--- src/rtl/dmem_store_unit_pkg.sv ---
// Purpose : shared types for the data-memory store path (op codes, issue FSM, entry lane record).
// Latency : n/a (types only).
// Backpressure: n/a.
package dmem_store_unit_pkg;

    // Store op encoding as presented by EX/MEM; ST_NONE never enqueues.
    typedef enum logic [1:0] {
        ST_NONE = 2'b00,
        ST_SB   = 2'b01,
        ST_SH   = 2'b10,
        ST_SW   = 2'b11
    } st_op_e;

    // Issue FSM: IDLE waits for a queued store, ISSUE holds mem_req until ack.
    typedef enum logic {
        IDLE  = 1'b0,
        ISSUE = 1'b1
    } sb_state_e;

    // Lane-formatted part of a buffer entry; the word address is kept
    // alongside it because its width follows the AW parameter.
    typedef struct packed {
        logic [31:0] wdata;
        logic [3:0]  be;
    } st_lane_t;

endpackage

--- src/rtl/dmem_store_unit_store_lane_fmt.sv ---
// Purpose : formats sb/sh/sw data into 32-bit byte lanes with byte enables and flags misalignment.
// Latency : combinational.
// Backpressure: none (pure function of inputs).
// Ports   : i_op store op, i_addr_lo byte offset, i_data rt value -> o_wdata, o_be, o_misalign.
module store_lane_fmt
    import dmem_store_unit_pkg::*;
(
    input  logic [1:0]  i_op,
    input  logic [1:0]  i_addr_lo,
    input  logic [31:0] i_data,
    output logic [31:0] o_wdata,
    output logic [3:0]  o_be,
    output logic        o_misalign
);

    always_comb begin
        o_wdata    = 32'h0;
        o_be       = 4'b0000;
        o_misalign = 1'b0;
        case (st_op_e'(i_op))
            ST_SB: begin
                // Replicate the byte so memory only needs the enables to pick the lane.
                o_wdata = {4{i_data[7:0]}};
                o_be    = 4'b0001 << i_addr_lo;
            end
            ST_SH: begin
                o_wdata    = {2{i_data[15:0]}};
                o_be       = i_addr_lo[1] ? 4'b1100 : 4'b0011;
                o_misalign = i_addr_lo[0];
            end
            ST_SW: begin
                o_wdata    = i_data;
                o_be       = 4'b1111;
                o_misalign = (i_addr_lo != 2'b00);
            end
            default: ;
        endcase
    end

endmodule

--- src/rtl/dmem_store_unit.sv ---
// Purpose : buffers pipeline stores, issues them word-wide to data memory, flags misalign and load hazards.
// Latency : store accepted into an empty buffer in cycle N raises mem_req in cycle N+2; 1 write/cycle with continuous ack.
// Backpressure: st_ready drops when DEPTH entries are held (no same-cycle pop bypass); mem_* held stable until mem_ack.
// Ports   : st_* pipeline store handshake, st_misalign reject pulse, mem_* req/ack write port,
//           ld_check/ld_addr -> ld_hazard word-overlap query, sb_empty buffer drained.
module dmem_store_unit
    import dmem_store_unit_pkg::*;
#(
    parameter int DEPTH = 2,
    parameter int AW    = 32
) (
    input  logic          clk,
    input  logic          rst,
    input  logic          st_valid,
    output logic          st_ready,
    input  logic [1:0]    st_op,
    input  logic [AW-1:0] st_addr,
    input  logic [31:0]   st_data,
    output logic          st_misalign,
    output logic          mem_req,
    output logic [AW-1:0] mem_addr,
    output logic [31:0]   mem_wdata,
    output logic [3:0]    mem_be,
    input  logic          mem_ack,
    input  logic          ld_check,
    input  logic [AW-1:0] ld_addr,
    output logic          ld_hazard,
    output logic          sb_empty
);

    localparam int PW = $clog2(DEPTH);
    localparam int CW = $clog2(DEPTH + 1);

    // Entry storage: word address plus lane record.
    logic [AW-3:0] r_ent_waddr [DEPTH];
    st_lane_t      r_ent_lane  [DEPTH];

    logic [PW-1:0] r_wr_ptr;
    logic [PW-1:0] r_rd_ptr;
    logic [CW-1:0] r_count;
    sb_state_e     r_state;
    logic          r_mem_req;
    logic [AW-1:0] r_mem_addr;
    logic [31:0]   r_mem_wdata;
    logic [3:0]    r_mem_be;
    logic          r_misalign;

    logic          w_fmt_mis;
    st_lane_t      w_fmt_lane;
    logic          w_acc;
    logic          w_push;
    logic          w_pop;
    logic          w_load;
    logic          w_bypass;
    logic [CW-1:0] w_count_nxt;
    sb_state_e     w_state_nxt;
    logic [PW-1:0] w_head_ptr;
    logic [AW-3:0] w_head_waddr;
    st_lane_t      w_head_lane;
    logic [PW-1:0] w_scan_idx;
    logic          w_hazard;

    store_lane_fmt u_fmt (
        .i_op       (st_op),
        .i_addr_lo  (st_addr[1:0]),
        .i_data     (st_data),
        .o_wdata    (w_fmt_lane.wdata),
        .o_be       (w_fmt_lane.be),
        .o_misalign (w_fmt_mis)
    );

    assign st_ready = (r_count != CW'(DEPTH));
    assign sb_empty = (r_count == '0);
    // Misaligned stores still complete the handshake; they just never enter the buffer.
    assign w_acc    = st_valid && st_ready && (st_op_e'(st_op) != ST_NONE);
    assign w_push   = w_acc && !w_fmt_mis;
    assign w_pop    = (r_state == ISSUE) && mem_ack;

    always_comb begin
        w_count_nxt = r_count;
        if (w_push && !w_pop) begin
            w_count_nxt = r_count + CW'(1);
        end else if (!w_push && w_pop) begin
            w_count_nxt = r_count - CW'(1);
        end
    end

    always_comb begin
        w_state_nxt = r_state;
        w_load      = 1'b0;
        case (r_state)
            IDLE: begin
                if (r_count != '0) begin
                    w_load      = 1'b1;
                    w_state_nxt = ISSUE;
                end
            end
            ISSUE: begin
                if (mem_ack) begin
                    if (w_count_nxt != '0) begin
                        w_load = 1'b1;
                    end else begin
                        w_state_nxt = IDLE;
                    end
                end
            end
            default: w_state_nxt = IDLE;
        endcase
    end

    // When the head pops with a single entry left, the next head is the store
    // being written this same edge, so take it straight from the formatter.
    assign w_head_ptr   = w_pop ? (r_rd_ptr + PW'(1)) : r_rd_ptr;
    assign w_bypass     = w_pop && (r_count == CW'(1));
    assign w_head_waddr = w_bypass ? st_addr[AW-1:2] : r_ent_waddr[w_head_ptr];
    assign w_head_lane  = w_bypass ? w_fmt_lane      : r_ent_lane[w_head_ptr];

    // Scan the live entries from the head; the in-flight head stays in the
    // buffer until acked, so it is covered too.
    always_comb begin
        w_hazard   = 1'b0;
        w_scan_idx = '0;
        for (int i = 0; i < DEPTH; i++) begin
            w_scan_idx = r_rd_ptr + PW'(i);
            if ((CW'(i) < r_count) && (r_ent_waddr[w_scan_idx] == ld_addr[AW-1:2])) begin
                w_hazard = 1'b1;
            end
        end
    end

    assign ld_hazard = ld_check && w_hazard;

    always_ff @(posedge clk) begin
        if (w_push) begin
            r_ent_waddr[r_wr_ptr] <= st_addr[AW-1:2];
            r_ent_lane[r_wr_ptr]  <= w_fmt_lane;
        end
    end

    always_ff @(posedge clk or posedge rst) begin
        if (rst) begin
            r_state     <= IDLE;
            r_count     <= '0;
            r_wr_ptr    <= '0;
            r_rd_ptr    <= '0;
            r_mem_req   <= 1'b0;
            r_mem_addr  <= '0;
            r_mem_wdata <= '0;
            r_mem_be    <= '0;
            r_misalign  <= 1'b0;
        end else begin
            r_state    <= w_state_nxt;
            r_count    <= w_count_nxt;
            r_misalign <= w_acc && w_fmt_mis;
            if (w_push) begin
                r_wr_ptr <= r_wr_ptr + PW'(1);
            end
            if (w_pop) begin
                r_rd_ptr <= r_rd_ptr + PW'(1);
            end
            if (w_load) begin
                r_mem_req   <= 1'b1;
                r_mem_addr  <= {w_head_waddr, 2'b00};
                r_mem_wdata <= w_head_lane.wdata;
                r_mem_be    <= w_head_lane.be;
            end else if (w_pop) begin
                r_mem_req <= 1'b0;
            end
        end
    end

    assign mem_req     = r_mem_req;
    assign mem_addr    = r_mem_addr;
    assign mem_wdata   = r_mem_wdata;
    assign mem_be      = r_mem_be;
    assign st_misalign = r_misalign;

endmodule

--- config.mk ---
export PLATFORM = sky130hd
export DESIGN_NAME = dmem_store_unit
export DESIGN_NICKNAME = d
export VERILOG_FILES = /design/src/rtl/dmem_store_unit_pkg.sv /design/src/rtl/dmem_store_unit_store_lane_fmt.sv /design/src/rtl/dmem_store_unit.sv
export SDC_FILE = /design/constraint.sdc
export NUM_CORES = 1
export LEC_CHECK = 0
export ABC_CLOCK_PERIOD_IN_PS = 5700
export CORE_UTILIZATION = 53
export CTS_CLUSTER_SIZE = 25
export DETAILED_ROUTE_END_ITERATION = 12
export PLACE_DENSITY = 0.8
export RECOVER_POWER = 50
export SYNTH_ARGS = -nofsm -noshare
export SYNTH_HDL_FRONTEND = slang
export SYNTH_SLANG_ARGS = --single-unit
--- constraint.sdc ---
create_clock -name clk -period 5.7 [get_ports clk]
set_input_delay 0.855 -clock clk [delete_from_list [all_inputs] [get_ports clk]]
set_output_delay 0.855 -clock clk [all_outputs]
set_load 0.1 [all_outputs]
-- Yosys cells after proc, flatten, opt, wreduce, memory -nomap -nowiden
Memories as Yosys holds them, arrays and structs flattened.
Cells that the tools add are included.
- reductions and logical operators: 20
- bitwise gates (word level): 1
- magnitude comparators: 2
- $add $sub $neg: 4
- muxes and demuxes: 21
- shift operators: 1
- eq/ne operators: 7
- operators by type and width (cell ; count):
    one-hot mux 32 bit (3 select lines) ; 1
    equality test 30 bit ; 2
    2-to-1 mux 36 bit ; 1
    2-to-1 mux 30 bit ; 1
    one-hot mux 4 bit (3 select lines) ; 1
    logical AND 1 bit ; 11
    2-to-1 mux 1 bit ; 11
    nonzero test 2 bit ; 5
    one-hot mux 1 bit (2 select lines) ; 3
    equality test 2 x 1 -> 1 bit, second input constant ; 2
    equality test 2 bit, second input constant ; 2
    < comparator 1 x 2 -> 1 bit, first input constant ; 2
    2-to-1 mux 2 bit ; 2
    2-to-1 mux 4 bit ; 1
    << shifter 1 x 2 -> 4 bit, first input constant ; 1
    logical NOT 1 bit ; 3
    adder 1 bit, second input constant ; 2
    adder 2 x 1 -> 2 bit, second input constant ; 1
    logical NOT 2 bit ; 1
    inequality test 2 bit, second input constant ; 1
    subtractor 2 x 1 -> 2 bit, second input constant ; 1
    inverter 1 bit ; 1
- word-level logic and storage cells: 67
- output and inout port bits: 73
- flip-flop bits (word level): 73
- memory bits (writable): 132
- memories kept: 2
- input port bits: 103
- memories (name ; depth ; width ; read ports ; clocked after memory_dff ; write ports ; RTL line ; source):
    r_ent_lane ; 2 ; 36 ; 1 ; 0 ; 1 ; dmem_store_unit.sv:36 ; st_lane_t r_ent_lane [DEPTH];
    r_ent_waddr ; 2 ; 30 ; 3 ; 0 ; 1 ; dmem_store_unit.sv:35 ; logic [AW-3:0] r_ent_waddr [DEPTH];

-- Longest topological paths before layout
Gate-level depths: netlist of run 1.
- depth in word-level cells: 13
- gate-level depth with buffers: 10
- depth with buffers taken out: 8

-- Hierarchy
From an unflattened synthesis of run 1, not the netlist that was laid out.
- cell total of the unflattened synthesis: 774
- area total of the unflattened synthesis: 10148.5 um^2
- by module, submodules not included (module ; cells each ; instances ; sequential area each (um^2) ; area an instance (um^2)):
    dmem_store_unit ; 682 ; 1 ; 5790.6 ; 9491.6
    store_lane_fmt ; 92 ; 1 ; 0.0 ; 656.9

-- Worst setup path after synthesis of run 1
OpenSTA, ideal clock, no wires.
- path kind: register to register
- from: reg r_count[0]
- to: mem r_ent_lane[0][0] (netlist bit) (enable)
- data arrival time: 4.151 ns
- setup slack: 1.058 ns
- cell stages (with the launch flop): 6
- clock period less this slack: 4.642 ns
- path buffers: 0
- library setup time: 0.491 ns
- data required time: 5.209 ns
- path through: dfrtp_1 -> inv_1 -> ha_1 -> inv_2 -> o2111ai_4 -> nor2_1
- word-level cells in the longest chain between the ends: 6
- RTL lines (what ; RTL line ; source):
    start, declared ; dmem_store_unit.sv:40 ; logic [CW-1:0] r_count;
    start signal, assigned ; dmem_store_unit.sv:153 ; r_count <= w_count_nxt;
    inequality test 2 bit ; dmem_store_unit.sv:72 ; assign st_ready = (r_count != CW'(DEPTH));
    via st_ready ; dmem_store_unit.sv:15 ; output logic st_ready,
    logical AND 1 bit (2 in series) ; dmem_store_unit.sv:75 ; assign w_acc = st_valid && st_ready && (st_op_e'(st_op) != ST_NONE);
    logical AND 1 bit ; dmem_store_unit.sv:76 ; assign w_push = w_acc && !w_fmt_mis;
    2-to-1 mux 1 bit ; dmem_store_unit.sv:134 ; if (w_push) begin
    2-to-1 mux 1 bit (implied by the code) ; dmem_store_unit.sv:136 ; r_ent_lane[r_wr_ptr] <= w_fmt_lane;
    end, declared ; dmem_store_unit.sv:36 ;
The timed path passes the listed nets, and every way through them passes these cells.

-- Final worst setup path of run 1
- from: in mem_ack
- to: reg r_mem_addr[26], in the netlist mem_addr[26]
- word-level cells in the longest chain between the ends: 8
- elaborated cells on any way between the ends: 14
- those cells by class: mux: 7; reduce/logical: 6; memory: 1
- RTL lines (what ; RTL line ; source):
    start, declared ; dmem_store_unit.sv:24 ; input logic mem_ack,
    logical AND 1 bit ; dmem_store_unit.sv:77 ; assign w_pop = (r_state == ISSUE) && mem_ack;
    logical AND 1 bit / logical NOT 1 bit (equally long branches) ; dmem_store_unit.sv:83, dmem_store_unit.sv:81 ;
    2-to-1 mux 2 bit / logical AND 1 bit (equally long branches) ; dmem_store_unit.sv:83, dmem_store_unit.sv:81 ;
    2-to-1 mux 2 bit ; dmem_store_unit.sv:81 ; if (w_push && !w_pop) begin
    nonzero test 2 bit ; dmem_store_unit.sv:100 ; if (w_count_nxt != '0) begin
    2-to-1 mux 1 bit ; dmem_store_unit.sv:100 ;
    2-to-1 mux 1 bit ; dmem_store_unit.sv:99 ; if (mem_ack) begin
    one-hot mux 1 bit (2 select lines) ; dmem_store_unit.sv:91 ; case (r_state)
    end signal, assigned ; dmem_store_unit.sv:163 ; r_mem_addr <= {w_head_waddr, 2'b00};
    end, declared ; dmem_store_unit.sv:43 ; logic [AW-1:0] r_mem_addr;
Parallel ways exist; a longest one is shown, timed or not.
A chain may end at the register's enable or synchronous reset.

==> results by group, run 1 <==
Clocking
  – CTS tree: yes
  – Post_cts resized: 0
  – CTS clk-pin slew, worst paths: 0.06 ns
  – Clk_lat worst skew: 0.50 ns
  – Post-CTS Hold Fix Bufs: 0
  – Post-CTS Repair Setup Buffers: 0
  – CTS Sinks: 205
  – Clock tree buffer depth: 3
  – Clock Root Buffer: clkbuf_16
  – Max H-tree Level: 1
  – Num CTS Buffers: 23

Routing
  – Routed vias: between 6000 and 7000
  – DRC viols: 0
  – Initial DRC Count: 460
  – Vias per cell: 5.65
  – Wirelength per Cell: 20.3 µm
  – First-pass DRT Iterations: 6
  – Final ANT Viol Nets: 0
  – Routed WL: 23.9 mm

Global routing
  – First-pass GRT wire length: 36.9 mm
  – Remaining Overflow, GRT: 0
  – Total track usage: 24.6%
  – GR Util met2: 41.5%
  – Grt peak-use layer: met2
  – Met3 track demand over resource: 4.09%
  – GRT met1 Usage: between 30% and 40%
  – Vias in the first global route: 6737
  – Initial antenna violation count: 3
  – Pin count of the biggest net entering global routing: 94

Critical path
  – CP Launch Type: input port
  – WS Path Type: in -> reg
  – Critical path fanouts, max: 42
  – CP required: 6.08 ns
  – Worst r2r src: r_rd_ptr
  – CP cell instances: clkdlybuf4s50_1 -> nand2_1 -> xor2_4 -> clkbuf_1 -> mux2i_1 -> o21ai_0 -> mux2_1
  – R2R setup slack: 0.91 ns
  – CP Buf/Inv Count: 2
  – FF-to-FF End: mem_addr[26]
  – WP depth: 7
  – CP max-delay cell: clkbuf_1
  – Top delay family on crit path: buffers and inverters
  – Crit path DAT: 5.18 ns
  – CP Capture Type: flip-flop
  – CP peak stage delay: 2.26 ns
  – R2r worst-path depth: 5

Timing
  – Slew HR: -113%
  – Final Slew Violations: 153
  – Endpoints failing setup: 0
  – Max Freq: 208 MHz
  – Final Critical Period: approximately 4.8 ns
  – Final hold slack: approximately 0.48 ns
  – Endpoints failing hold: 0
  – Worst Tran Pin Value: 3.19 ns
  – Final setup TNS: 0 ns
  – Final worst-path cycle share: between 80 and 90%
  – RSZ-0062 raised after global routing: no
  – Post-route setup slack: between 0.8 and 0.9 ns
  – Clock Skew: between 0.008 and 0.009 ns

Floorplan
  – Site row count: 49
  – Die width: 140 µm
  – Core ar.: 18300 µm²
  – Die height: 140 µm
  – Starting Density: 54.9%
  – Die area: 19500 µm²
  – I/O pin cnt: 176

Yosys
  – Avg Inst Size Synth: 13.1 µm²
  – Post-synth EDFFs: 132
  – Yosys warning count: 0
  – Top cells by area, synth: edfxtp_1 (40%), dfrtp_1 (18%), mux2i_1 (14%)
  – Seq/Total Area, Yosys: 57.8%
  – Commonest register cell after synthesis: edfxtp_1
  – Post-synth top cells: mux2i_1 (142), edfxtp_1 (132), dfrtp_1 (73), o21ai_0 (73), nand2_1 (69)
  – Asr flop ratio synth: 35.6%
  – Post-synth cell types: 37
  – Top cell type's share of synthesized area: approximately 40%
  – Synth area leader: edfxtp_1
  – Most frequent cell after synthesis: mux2i_1
  – Flops & latches, synth: slightly above 200
  – Post-Syn Area: 10000 µm²
  – Synth Instances: 763

Pwr
  – Final Total Pwr: 8170 µW
  – Pwr Density: 643 nW/µm²
  – Sequential share of power: approximately 28%
  – Max VDD drop: 661 µV
  – Sw Share: 47.2%
  – Clock network fraction of total power: 18.9%
  – Internal power: 4310 µW
  – Combinational Power Share: 52.6%
  – Leak: 0.00486 µW
  – Sw power: 3850 µW

Hold path
  – WHS Endpoint: mem_addr[7]
  – Hold_sp: mem_addr[7]
  – Hold Crit Class: reg -> reg
  – Hold Path Depth: 1

Place
  – Final GP Congestion: 0.831
  – I/O Buffers: 171
  – Post-Place Cells: 1130
  – Pre-CTS setup slack: 1.60 ns
  – HPWL Detailed: 16.1 mm

Layout
  – Filler Cells Inserted: between 1000 and 1500
  – Area grow syn2layout: 26.7%
  – Fin cells: 1174
  – Share of cells above drive strength 1: under 10%
  – Nets@finish: 1032

Status
  – Failing checks: capacitance limit, slew limit
  – Status: finished, violations left

Job
  – Number of max-cap violations: 4
## logic make-up (layout without fill, tap and decap cells)
kind of cell / Yosys count / count (layout) / share of synthesized area, %
fa+ha+maj: 3 / 3 / 0.374
mux: 208 / 208 / 21.6
simple gates: 117 / 117 / 5.37
buf+inv: 53 / 231 / 2.65
compound gates: 112 / 112 / 6.64
xor+xnor: 64 / 64 / 5.59
other cells: 1 / 5 / 0.0374
flops: 205 / 205 / 57.8
## per-stage QoR
step	utilization, %	cell area [µm²]
2_1_floorplan	-	10000
3_3_place_gp	65.3	11900
3_5_place_dp	65.3	11900
4_1_cts	69.6	12700
5_1_grt	69.5	12700
6_report	69.5	12700
## state kept, by name, indices dropped and copies added (netlist names)
| name | flops |
|---|---|
| r_ent_waddr | 60 |
| r_count | 2 |
| r_ent_lane | 72 |
| r_wr_ptr | 1 |
| r_rd_ptr | 1 |
| mem_wdata | 32 |
| mem_be | 4 |
| st_misalign | 1 |
| r_state | 1 |
| mem_req | 1 |
| mem_addr | 30 |
## cell usage in the layout, fill, tap and decap left out, types with 2 or more instances in the layout
| cell type | count |
|---|---|
| edfxtp_1 | 132 |
| mux2_2 | 31 |
| a21oi_1 | 16 |
| nand2b_1 | 2 |
| diode_2 | 3 |
| o21ai_0 | 73 |
| mux2i_1 | 142 |
| nor4_1 | 12 |
| clkinvlp_4 | 2 |
| nor2_1 | 7 |
| dlygate4sd3_1 | 62 |
| inv_1 | 6 |
| buf_4 | 8 |
| inv_6 | 2 |
| conb_1 | 2 |
| o21a_1 | 2 |
| bufinv_16 | 4 |
| nand4_1 | 8 |
| clkinv_1 | 2 |
| nand3_1 | 4 |
| ha_1 | 3 |
| o2bb2ai_1 | 8 |
| mux2_1 | 35 |
| nand2_1 | 69 |
| a22o_1 | 8 |
| and2_0 | 8 |
| clkbuf_1 | 5 |
| xnor2_1 | 41 |
| clkbuf_8 | 2 |
| clkdlybuf4s50_1 | 108 |
| clkinv_2 | 3 |
| clkbuf_16 | 23 |
| xor2_1 | 22 |
| dfrtp_1 | 72 |
## metal layers
layer | routed length (µm) | part of all wire, %
met4 | 570 | 2.4
met3 | 1810 | 7.6
met1 | 9920 | 42
met2 | 11600 | 48
met5 | 0 | 0
## worst max-delay path by stage
stage,from,end
2_1_floorplan,r_count[0],r_ent_lane[0][0]
3_3_place_gp,st_op[0],mem_wdata[24]
3_5_place_dp,st_op[0],mem_wdata[24]
4_1_cts,r_rd_ptr,ld_hazard
5_1_grt,mem_ack,mem_addr[26]
6_report,mem_ack,mem_addr[26]
## final cells by class
cell class                 count  area (µm²)  area share, %
antenna                        3        7.51         0.0591
clock buffer                  27         611           4.81
clock inverter                14         184           1.45
inverter                       8        31.3          0.246
multi-input combinational    506        3990           31.4
sequential                   205        5790           45.6
tap                          229         287           2.26
timing repair buffer         182        1790           14.1
## power groups by stage
| stage | Combinational, µW | Clock [µW] | Sequential, µW |
|---|---|---|---|
| after floorplan | 1650 | 0 | 4000 |
| after global placement | 4280 | 0 | 2340 |
| after detailed placement | 4310 | 0 | 2350 |
| after CTS | 4330 | 1570 | 2330 |
| after global routing | 4490 | 1620 | 2380 |
| final | 4300 | 1550 | 2320 |
(Power assumes the default switching activity.)
==> run 2, diff against run 1 <==
ABC_CLOCK_PERIOD_IN_PS = 4490   (was 5700)
clock period = 4.49 ns   (was 5.7 ns; I/O delays follow)
==> run 2 against run 1 <==
  * Worst hold slack about the same
  * Via count increased by 1.3%
  * Non-clock buffer count increased by 6
  * Count of clock-buffer cells in the layout increased by 3
  * Sequential cell count unchanged
  * The run still ends with capacitance limit, slew limit left
  * Critical endpoint is now ld_hazard
  * Worst setup slack got worse by 0.39 ns
  * Largest cell class unchanged
  * Highest routed layer unchanged
==> results by group, run 2 (same netlist as run 1, synthesis figures left out) <==
Status
  – Status: finished, violations left
  – Failing checks: capacitance limit, slew limit

Timing
  – Clock Skew: 0.0105 ns
  – Final setup TNS: 0 ns
  – RSZ-0062 raised after global routing: no
  – Final Critical Period: 3.98 ns
  – Worst Tran Pin Value: 2.51 ns
  – Final Slew Violations: 80
  – Max Freq: 251 MHz
  – Endpoints failing setup: 0
  – Endpoints failing hold: 0
  – Post-route setup slack: 0.511 ns
  – Slew HR: -68.3%
  – Final worst-path cycle share: about nine tenths

Routing
  – DRC viols: 0
  – Vias per cell: between 5 and 6
  – Routed vias: roughly 6700
  – Final ANT Viol Nets: 0
  – Wirelength per Cell: 20.4 µm
  – Initial DRC Count: 384
  – First-pass DRT Iterations: 5
  – Routed WL: between 20 and 25 mm

Critical path
  – CP Launch Type: flip-flop
  – Critical path fanouts, max: 27
  – CP required: 3.82 ns
  – R2r worst-path depth: 5
  – R2R setup slack: 1.41 ns
  – CP Capture Type: output pin
  – FF-to-FF End: mem_wdata[13]
  – WS Path Type: reg -> out
  – Worst r2r src: r_rd_ptr
  – Crit path DAT: 3.31 ns

Global routing
  – Total track usage: 24.9%
  – Pin count of the biggest net entering global routing: 76
  – Remaining Overflow, GRT: 0
  – First-pass GRT wire length: 37.1 mm
  – Vias in the first global route: 6884
  – Initial antenna violation count: 1

Job
  – Number of max-cap violations: 2

Layout
  – Top reg by flops: r_ent_lane
  – Register area: around 5800 µm²
  – Nets@finish: slightly above 1000
  – Area grow syn2layout: 27.0%
  – Share of cells above drive strength 1: 8.98%
  – Filler Cells Inserted: 1321
  – Max FFs per register: between 70 and 80
  – Most common cell after layout, fill and taps aside: mux2i_1
  – Fin cells: around 1200
  – Commonest cells after routing, fill and taps aside: mux2i_1 (142), edfxtp_1 (132), clkdlybuf4s50_1 (127)
  – Post-layout util: 69.7%
  – Multi-input gate area: 3970 µm²

Pwr
  – Clock network fraction of total power: 18.0%
  – Sw Share: 47.3%
  – Sequential share of power: 27.9%
  – Sw power: 4890 µW
  – Internal power: roughly 5500 µW
  – Leak: 0.00487 µW
  – Max VDD drop: 628 µV
  – Combinational Power Share: between 50 and 60%
  – Pwr Density: 812 nW/µm²

Clocking
  – Post-CTS Repair Setup Buffers: 0
  – CTS tree: yes
  – Clock Root Buffer: clkbuf_16
  – Max H-tree Level: 1
  – Clock tree buffer depth: 3
  – CTS Sinks: ~210
  – CTS clk-pin slew, worst paths: about 0.060 ns
  – Post-CTS Hold Fix Bufs: 0
  – Post_cts resized: 0
  – Num CTS Buffers: 22
  – Clk_lat worst skew: 0.50 ns

Floorplan
  – Die width: ~140 µm
  – Starting Density: 54.9%
  – Die area: 19500 µm²
  – Site row count: 49
  – Core ar.: 18300 µm²
  – Die height: 140 µm
  – I/O pin cnt: 176

Place
  – Post-Place Cells: 1136
  – I/O Buffers: ~170
  – HPWL Detailed: roughly 16 mm
  – Pre-CTS setup slack: 0.781 ns
  – Final GP Congestion: approximately 0.85

Hold path
  – WHS Endpoint: mem_addr[15]
  – Hold Crit Class: reg -> reg
  – Hold_sp: mem_addr[15]
  – Hold Path Depth: 1
==> run 2: changes by cell type in the layout (fill, tap and decap cells not counted), sizes merged <==
| cell | delta |
|---|---|
| buf | +5 |
| dlygate4sd3 | -19 |
| bufinv | -1 |
| clkinvlp | -1 |
| diode | -1 |
| clkbuf | +4 |
| inv | -2 |
| clkdlybuf4s50 | +19 |
==> run 2: how the worst max path moves through the flow <==
stage,start,endpoint,slack (ns),depth (start not counted)
2_1_floorplan,r_count[0],r_ent_lane[0][0],0.96,5
5_1_grt,r_rd_ptr,ld_hazard,0.34,8
3_3_place_gp,st_op[1],mem_wdata[12],0.90,8
3_5_place_dp,st_op[1],mem_wdata[5],0.78,8
4_1_cts,r_rd_ptr,ld_hazard,0.51,8
6_report,r_rd_ptr,ld_hazard,0.51,8
==> run 2: area by class of cell <==
cell class                      instances  share of cell area, %
Timing Repair Buffer                  188                   14.9
Clock buffer                           30                   4.88
Multi-Input combinational cell        506                   31.2
Tap cell                              229                   2.25
Antenna cell                            2                 0.0393
Clock inverter                         10                  0.983
Inverter                                8                  0.246
Sequential cell                       205                   45.5
==> run 2: power by group through the flow <==
| stage | sequential (µW) | combinational, µW | clock (µW) |
|---|---|---|---|
| floorplan | 5070 | 2090 | 0 |
| global placement | 2900 | 5560 | 0 |
| detailed placement | 2920 | 5620 | 0 |
| CTS | 2900 | 5660 | 1890 |
| global route | 2950 | 5830 | 1960 |
| finish | 2890 | 5590 | 1860 |
==> run 2: critical path, stage by stage (launching register included) <==
cell and delay [ns]:
dfrtp_4 0.72, buf_4 0.31, mux2i_1 0.23, xnor2_1 0.10, nor4_1 0.48, nand4_1 0.15, nor4_1 0.34, o21a_1 0.17
buf_4 0.29
==> run 2: metrics by stage <==
step | total power [µW] | hold WS (ns) | cell area, µm²
CTS | 10400 | 0.486 | 12800
floorplan | 7160 | 0.478 | 10000
global route | 10700 | 0.497 | 12700
finish | 10300 | 0.478 | 12700
detailed placement | 8540 | 0.474 | 12000
global placement | 8460 | 0.462 | 12000
==> run 2: layer usage <==
metal	vias to the layer above	GRT usage, %	part of all wire (%)
li1	3141	-	-
met1	3300	32.7	43
met2	238	42.2	48
met3	42	3.92	6.2
met4	0	8.44	2.6
met5	-	0	0
==> run 3, diff against run 2 <==
REMOVE_ABC_BUFFERS = 1   (was default)
==> run 3 against run 2 <==
  * The run still ends with capacitance limit, slew limit left
  * Clock skew is 0.00090 ns lower
  * Highest routed layer is now met5
  * Worst hold slack worse by 0.0020 ns
  * Power is 1.3% lower
  * Worst setup slack better by 0.0017 ns
  * Die area stayed put
  * Register-to-register slack worse by 0.70 ns
  * Critical endpoint is now mem_wdata[16]
==> results by group, run 3 (same netlist as run 1, synthesis figures left out) <==
Timing
  – Endpoints failing hold: 0
  – Max Freq: 251 MHz
  – Post-route setup slack: 0.513 ns
  – Slew HR: -72.2%
  – Clock Skew: 0.00959 ns
  – Worst Tran Pin Value: around 2.6 ns
  – Endpoints failing setup: 0
  – Final Slew Violations: 150
  – Final Critical Period: between 3 and 4 ns
  – RSZ-0062 raised after global routing: no
  – Final worst-path cycle share: between 80% and 90%

Clocking
  – CTS clk-pin slew, worst paths: about 0.060 ns
  – Clock Root Buffer: clkbuf_16
  – Post_cts resized: 0
  – Post-CTS Repair Setup Buffers: 0
  – Max H-tree Level: 1
  – Post-CTS Hold Fix Bufs: 0
  – Clock tree buffer depth: 3
  – Clk_lat worst skew: 0.49 ns
  – CTS tree: yes
  – CTS Sinks: 205
  – Num CTS Buffers: 23

Global routing
  – First-pass GRT wire length: 35.0 mm
  – Total track usage: 23.0%
  – Grt peak-use layer: met2
  – GRT met1 Usage: between 20% and 30%
  – Remaining Overflow, GRT: 0
  – GR Util met2: between 30% and 40%
  – Vias in the first global route: about 6700
  – Met3 track demand over resource: under 10%
  – Pin count of the biggest net entering global routing: 69
  – Initial antenna violation count: 1

Place
  – Final GP Congestion: 0.869
  – I/O Buffers: 171
  – HPWL Detailed: around 15 mm
  – Post-Place Cells: 1132
  – Pre-CTS setup slack: 1.10 ns

Routing
  – Routed WL: 22.1 mm
  – Wirelength per Cell: 18.9 µm
  – Final ANT Viol Nets: 0
  – Vias per cell: 5.62
  – First-pass DRT Iterations: 4
  – Initial DRC Count: 369
  – DRC viols: 0
  – Routed vias: 6600

Critical path
  – CP Capture Type: flip-flop
  – CP Launch Type: input port
  – CP required: around 4.9 ns
  – CP max-delay cell: clkbuf_1
  – R2R setup slack: 0.71 ns
  – CP peak stage delay: 1.85 ns
  – Crit path DAT: 4.35 ns
  – CP cell instances: clkdlybuf4s50_1 -> nand2_1 -> xor2_4 -> clkbuf_1 -> mux2i_1 -> o21ai_0 -> mux2_2
  – Worst r2r src: r_state
  – WS Path Type: in -> reg
  – Critical path fanouts, max: 33
  – CP Launch Point: mem_ack

Layout
  – Multi-input gate area: ~4000 µm²
  – Nets@finish: 1034
  – Filler Cells Inserted: 1367
  – Share of cells above drive strength 1: 8.69%
  – Register area: 5790 µm²
  – Area grow syn2layout: 26.6%
  – Max FFs per register: 72
  – Most common cell after layout, fill and taps aside: mux2i_1
  – Fin cells: ~1200
  – Commonest cells after routing, fill and taps aside: mux2i_1 (142), edfxtp_1 (132), clkdlybuf4s50_1 (131)
  – Top reg by flops: r_ent_lane

Floorplan
  – Starting Density: 54.9%
  – I/O pin cnt: ~180
  – Die width: 140 µm
  – Core ar.: 18300 µm²
  – Site row count: 49
  – Die area: 19500 µm²
  – Die height: 140 µm

Hold path
  – Hold Crit Class: reg -> reg
  – Hold_sp: mem_addr[13]

Pwr
  – Max VDD drop: 835 µV
  – Final Total Pwr: between 10000 and 15000 µW
  – Leak: 0.00484 µW
  – Pwr Density: ~800 nW/µm²

Job
  – Number of max-cap violations: 4

Status
  – Status: finished, violations left
  – Failing checks: capacitance limit, slew limit
-- run 3: cell types whose count changed in the layout (fill, tap and decap cells not counted), moves of 2 or more --
cell / delta
buf_4: -4
clkbuf_8: +3
dlygate4sd3_1: -5
bufinv_16: -2
clkdlybuf4s50_1: +4
clkinv_2: -2
-- run 3: path summary, 6_finish.rpt --
path	endpoint	depth (start not counted)
hold / removal	mem_addr[13]	1
min in group asynchronous	mem_addr[11]	2
setup reg to reg	mem_wdata[16]	6
max in group asynchronous	r_state	3
hold reg to reg	mem_addr[13]	1
setup / recovery	mem_wdata[16]	7
-- run 3: layout make-up --
type	count	share of cell area, %
multi-input combinational	506	31.5
clock inverter	7	0.463
sequential	205	45.7
antenna	1	0.0197
tap	229	2.26
timing repair buffer	184	14.6
inverter	8	0.246
clock buffer	34	5.26
-- run 3: worst max-delay path, delay by kind of cell --
kind	cells	cell delay (ns)
buffers and inverters	2	2.35
and+or+nand+nor	1	0.27
AOI/OAI and AO/OA	1	0.17
muxes	2	0.65
xor gates and xnor gates	1	0.21
-- run 3: per-layer routing --
layer	part of all wire, %	vias to the layer above
met5	0.077	-
met4	1.2	2
met3	7.3	23
met2	48	243
met1	43	3188
li1	-	3144
-- run 3: report_power, final --
part | internal (µW) | total, µW | switching, µW
clock | 1080 | 1790 | 711
combinational | 1760 | 5560 | 3800
sequential | 2560 | 2850 | 291
total | 5400 | 10200 | 4800
-- run 3: stage by stage --
| step | hold slack, ns | util, % | instance area [µm²] | TNS [ns] |
|---|---|---|---|---|
| after floorplan | 0.460 | - | 9790 | -213.18 |
| after global placement | 0.461 | 65.6 | 12000 | 0 |
| after detailed placement | 0.474 | 65.6 | 12000 | 0 |
| after CTS | 0.487 | 69.6 | 12700 | 0 |
| after global routing | 0.496 | 69.4 | 12700 | 0 |
| final | 0.476 | 69.5 | 12700 | 0 |
